==> config.mk <==
export PLATFORM = sky130hd
export DESIGN_NAME = sram_arbiter
export DESIGN_NICKNAME = d
export VERILOG_FILES = /design/src/rtl/sram_arbiter.sv
export SDC_FILE = /design/constraint.sdc
export NUM_CORES = 1
export LEC_CHECK = 0
export CORE_ASPECT_RATIO = 1.25
export CORE_UTILIZATION = 53
export DETAILED_ROUTE_END_ITERATION = 8
export PLACE_DENSITY = 0.88
export SYNTH_ARGS = -nofsm -noshare
export SYNTH_HDL_FRONTEND = slang
export SYNTH_SLANG_ARGS = --single-unit
==> constraint.sdc <==
create_clock -name clk -period 3 [get_ports clk]
set_input_delay 0.75 -clock clk [delete_from_list [all_inputs] [get_ports clk]]
set_output_delay 0.75 -clock clk [all_outputs]
set_load 0.005 [all_outputs]
==> src/rtl/sram_arbiter.sv <==
// Shares one SRAM controller between buffered camera writes and VGA reads.
// Reads win by default; a bounded starvation counter guarantees the write buffer drains.
module sram_arbiter #(
  parameter int FIFO_DEPTH   = 4,
  parameter int STARVE_LIMIT = 8
) (
  input  logic                        clk,
  input  logic                        reset,
  input  logic                        wr_valid,
  input  logic [19:0]                 wr_addr,
  input  logic [15:0]                 wr_data,
  output logic                        wr_ready,
  input  logic                        rd_req,
  input  logic [19:0]                 rd_addr,
  output logic                        rd_ready,
  output logic [15:0]                 rd_data,
  output logic                        rd_valid,
  output logic [19:0]                 mem_address,
  output logic                        mem_read,
  output logic                        mem_write,
  output logic [15:0]                 mem_writedata,
  input  logic [15:0]                 mem_readdata,
  input  logic                        mem_readdatavalid,
  output logic [$clog2(FIFO_DEPTH):0] fifo_level,
  output logic [7:0]                  drop_cnt
);

  localparam int AW = $clog2(FIFO_DEPTH);
  localparam int LW = AW + 1;
  localparam int SW = $clog2(STARVE_LIMIT + 1);
  localparam logic [LW-1:0] LEVEL_FULL = LW'(FIFO_DEPTH);
  localparam logic [SW-1:0] STARVE_MAX = SW'(STARVE_LIMIT);

  typedef struct packed {
    logic [19:0] addr;
    logic [15:0] data;
  } wr_entry_t;

  wr_entry_t     fifo_q [FIFO_DEPTH];
  wr_entry_t     fifo_d [FIFO_DEPTH];
  logic [AW-1:0] wr_ptr_q, wr_ptr_d;
  logic [AW-1:0] rd_ptr_q, rd_ptr_d;
  logic [LW-1:0] level_q, level_d;
  logic [7:0]    drop_q, drop_d;
  logic [SW-1:0] starve_q, starve_d;
  logic [2:0]    outstanding_q, outstanding_d;
  logic          mem_read_q, mem_read_d;
  logic          mem_write_q, mem_write_d;
  logic [19:0]   mem_address_q, mem_address_d;
  logic [15:0]   mem_writedata_q, mem_writedata_d;
  logic [15:0]   rd_data_q, rd_data_d;
  logic          rd_valid_q, rd_valid_d;

  logic          full, empty, push, starved, rd_block, rd_sel, wr_sel, ret_ok;
  wr_entry_t     head;

  // NOTE: every signal written here gets a default first, so no path leaves it unassigned (no latch).
  always_comb begin
    full    = (level_q == LEVEL_FULL);
    empty   = (level_q == '0);
    head    = fifo_q[rd_ptr_q];
    push    = wr_valid && !full;
    starved = !empty && (starve_q == STARVE_MAX);
    // A read still on the bus is not yet in outstanding_q; count it so the 3-bit counter cannot wrap.
    rd_block = (outstanding_q == 3'd7) || ((outstanding_q == 3'd6) && mem_read_q);
    rd_sel  = rd_req && !starved && !rd_block;
    wr_sel  = !empty && !rd_sel;
    ret_ok  = mem_readdatavalid && (outstanding_q != 3'd0);

    fifo_d = fifo_q;
    if (push) fifo_d[wr_ptr_q] = '{addr: wr_addr, data: wr_data};
    wr_ptr_d = wr_ptr_q + AW'(push);
    rd_ptr_d = rd_ptr_q + AW'(wr_sel);
    level_d  = level_q + LW'(push) - LW'(wr_sel);

    drop_d = drop_q;
    if (wr_valid && full && (drop_q != 8'hFF)) drop_d = drop_q + 8'd1;

    starve_d = starve_q;
    if (empty || wr_sel)                        starve_d = '0;
    else if (rd_sel && (starve_q != STARVE_MAX)) starve_d = starve_q + SW'(1);

    mem_read_d      = rd_sel;
    mem_write_d     = wr_sel;
    mem_address_d   = rd_sel ? rd_addr : (wr_sel ? head.addr : 20'd0);
    mem_writedata_d = wr_sel ? head.data : 16'd0;

    outstanding_d = outstanding_q;
    if (mem_read_q && !ret_ok)      outstanding_d = outstanding_q + 3'd1;
    else if (!mem_read_q && ret_ok) outstanding_d = outstanding_q - 3'd1;

    rd_valid_d = ret_ok;
    rd_data_d  = mem_readdata;
  end

  // NOTE: state flops use non-blocking assignments so every flop samples pre-edge values.
  always_ff @(posedge clk) begin
    if (reset) begin
      // NOTE: the buffer array is cleared too, so no stale pixel survives a reset.
      for (int i = 0; i < FIFO_DEPTH; i++) fifo_q[i] <= '0;
      wr_ptr_q        <= '0;
      rd_ptr_q        <= '0;
      level_q         <= '0;
      drop_q          <= '0;
      starve_q        <= '0;
      outstanding_q   <= '0;
      mem_read_q      <= 1'b0;
      mem_write_q     <= 1'b0;
      mem_address_q   <= '0;
      mem_writedata_q <= '0;
      rd_data_q       <= '0;
      rd_valid_q      <= 1'b0;
    end else begin
      fifo_q          <= fifo_d;
      wr_ptr_q        <= wr_ptr_d;
      rd_ptr_q        <= rd_ptr_d;
      level_q         <= level_d;
      drop_q          <= drop_d;
      starve_q        <= starve_d;
      outstanding_q   <= outstanding_d;
      mem_read_q      <= mem_read_d;
      mem_write_q     <= mem_write_d;
      mem_address_q   <= mem_address_d;
      mem_writedata_q <= mem_writedata_d;
      rd_data_q       <= rd_data_d;
      rd_valid_q      <= rd_valid_d;
    end
  end

  assign wr_ready      = !full;
  assign rd_ready      = rd_sel;
  assign rd_data       = rd_data_q;
  assign rd_valid      = rd_valid_q;
  assign mem_address   = mem_address_q;
  assign mem_read      = mem_read_q;
  assign mem_write     = mem_write_q;
  assign mem_writedata = mem_writedata_q;
  assign fifo_level    = level_q;
  assign drop_cnt      = drop_q;

endmodule

==> out/metrics.cfg <==
[run_status]
status = finished clean

[floorplanning]
dieWidth_um = 116.0
io_pins = 145
start_util_pct = 54.80
die-area_mm2 = 0.01675
core_mm2 = 0.01570
dieHeight_um = 144.4
num_rows = 51

[clocking]
h-tree-depth = 1
postCtsHoldBufs = 0
clockBufferDepth = 3
cts_root_buffer = clkbuf_16
clk_pin_slew_ns = 0.06
post_cts_buffers = 0
numCtsBuffers = 22
clk_latency_ns = 0.50
cts_sinks = 221
post_cts_resized = 0
cts_tree = done

[worst_setup_path]
r2r-start = starve_q[0]$_SDFFE_PP0P_
ff2ff_path_depth = 11
worstPathRequired_ns = 2.25
cp_cell_sequence = clkdlybuf4s50_1 -> o211a_1 -> clkdlybuf4s50_1
critPathLaunchType = primary input
crit_family = buffers and inverters
r2r_slack_ns = 0.79
cp-end-kind = output pin
arrival_ns = 1.95
cp_slowest_stage_delay_ns = 0.52
path_max_fanout = 3
slowest_stage = clkdlybuf4s50_1
path_buf_inv = 2
crit_top_cell = clkdlybuf4s50_1
path_class = in2out
reg2reg_to = fifo_level[2]$_SDFF_PP0_

[cells_and_area]
drive_above_1_share_pct = 10.18
design_area_mm2 = 0.01079
nets = 1110
diodes = 0
area_growth_pct = 25.45

[global_routing]
antenna_found_initial = 0
grt_max_degree = 92
grt_overflow = 0
grt_usage_pct = 25.68
grt_pass1_wl_mm = 33.76
grt_pass1_vias = 6977

[placement]
dpl_cell_area_mm2 = 0.01007
post-dp-hpwl_mm = 12.60
io_buffers = 144
finalWeightedCongestion = 0.7434

[synth]
synth_seq_cells = 221
synth.distinct_cells = 43
synth_edf_count = 0
synth_top_cell_area_share_pct = 51.43
synth_fp_nets = 988
synth_seq_area_share_pct = 51.43
syn_inst = 903
async_flop_share_pct = 0
synth_warnings = 0
synth.cells.most_frequent = 288 x nand2_1, 221 x dfxtp_1, 147 x a21oi_1
syn_area_per_cell_um2 = 9.526
ys_top_cells_by_area = dfxtp_1 51%, nand2_1 13%, mux4_2 9.4%
yosysMostFrequentCell = nand2_1
yosysTopAreaCell = dfxtp_1
ys.flop_type = dfxtp_1
syn-cell-area_mm2 = 0.008602

[timing]
relSlewSlack_pct = 52.41
tightest_slew_ns = 0.7139
fin_crit_sh_pct = 90.04
fin_tns_setup_ns = 0
maxSlewViolCount = 0
fin_skew_ns = 0.01193
rsz0062_at_grt = no
setup_viol = 0
fmax_mhz = 370.2
finalHoldViolCount = 0
min_period_ns = 2.701

[power_and_ir_drop]
ir_drop_mv = 0.4164
leakagePower_nw = 3.838
cellPowerDensity_mw_per_mm2 = 714.3

[drt]
viasPerCell = 5.580
drt_iter0_drc = 534
drt-total-wl_mm = 20.87
route.vias.total = 6992
drc_errors = 0
drtPass1Iterations = 5
antenna_left = 0
wl_per_cell_um = 16.65

[hold_path]
hold_path_end = fifo_q[81]$_SDFFE_PP0P_
hold_depth = 2
min_path_type = reg2reg
min_from = fifo_q[81]$_SDFFE_PP0P_

[flow_run]
drv_cap = 0

## worst max-delay path by stage
stage,start,end,cells after the start
after floorplan,fifo_level[2]$_SDFF_PP0_,fifo_level[2]$_SDFF_PP0_,10
final,rd_req,rd_ready,3
after global routing,fifo_level[1]$_SDFF_PP0_,rd_ready,3
after global placement,rd_req,fifo_level[2]$_SDFF_PP0_,9
after CTS,fifo_level[1]$_SDFF_PP0_,rd_ready,3
after detailed placement,rd_req,fifo_level[2]$_SDFF_PP0_,9
## cell families (layout without fill, tap and decap cells)
kind of cell    Yosys count  in the layout  synth area share [%]
simple gates            369            369                 18.79
flops                   221            221                 51.43
compound gates          180            180                 11.65
buf+inv                  73            211                 5.673
mux                      40             40                 9.891
xor+xnor                 12             12                 1.222
fa+ha+maj                 8              8                 1.338
## final cells by class
class,count,area (um2)
Fill cell,1194,4906
Sequential cell,221,4427
Multi-Input combinational cell,609,3696
Timing Repair Buffer,163,1648
Clock buffer,35,700.7
Tap cell,212,265.3
Inverter,8,30.03
Clock inverter,5,25.02
## sequential cells by signal, summed over array words and instances (netlist names)
register and flops:
starve_q 4, rd_data 16, drop_cnt 8, wr_ptr_q 2, mem_writedata 16, outstanding_q 3, mem_read 1, rd_ptr_q 2
mem_address 20, fifo_level 3, mem_write 1, rd_valid 1, fifo_q 144
## metrics by stage
stage / utilization (%) / power [mW] / instances / setup slack [ns] / hold WS [ns]
after global placement: 64.12 / 5.014 / 1213 / 0.3077 / 0.4384
after floorplan: - / 4.512 / 903 / 0.7560 / 0.4297
after detailed placement: 64.12 / 5.069 / 1213 / 0.2723 / 0.4438
after CTS: 68.75 / 7.755 / 1253 / 0.2763 / 0.4519
final: 68.75 / 7.708 / 1253 / 0.2987 / 0.4498
after global routing: 68.75 / 8.057 / 1253 / 0.1544 / 0.4655
## layer usage
metal	global-route usage [%]	part of all wire (%)	vias to the layer above
met5	0	0	-
met3	4.778	8.0	58
met2	46.05	51	305
met1	29.68	38	3349
li1	-	-	3280
met4	10.86	3.1	0
## tightest hold or removal path, delay by kind of cell (launching register included)
kind | cells | cell delay, ns
flip-flops | 1 | 0.30
AO/OA/AOI/OAI | 1 | 0.05
AND/OR/NAND/NOR | 1 | 0.05
## cell usage in the layout (no fill, tap or decap), types with 3 or more instances in the layout
cell / count
dfxtp_1: 219
nor2b_1: 18
clkbuf_16: 23
mux2i_1: 4
and2_1: 18
clkinv_2: 5
ha_1: 6
clkbuf_1: 4
a22o_1: 20
xor2_1: 7
buf_4: 14
nand3_1: 3
o21ai_0: 5
inv_1: 8
nand4_1: 4
clkbuf_8: 8
nor2_1: 20
nand2_1: 288
mux4_2: 36
clkdlybuf4s50_1: 143
a21oi_1: 147
xnor2_1: 5
buf_12: 5
## report_power, final
part,total [mW],switching [mW],internal (mW)
combinational,1.61,0.817,0.791
clock,2.69,1.09,1.60
sequential,3.41,0.209,3.20
total,7.71,2.12,5.59
No activity file was read; power rests on OpenSTA's default activity.
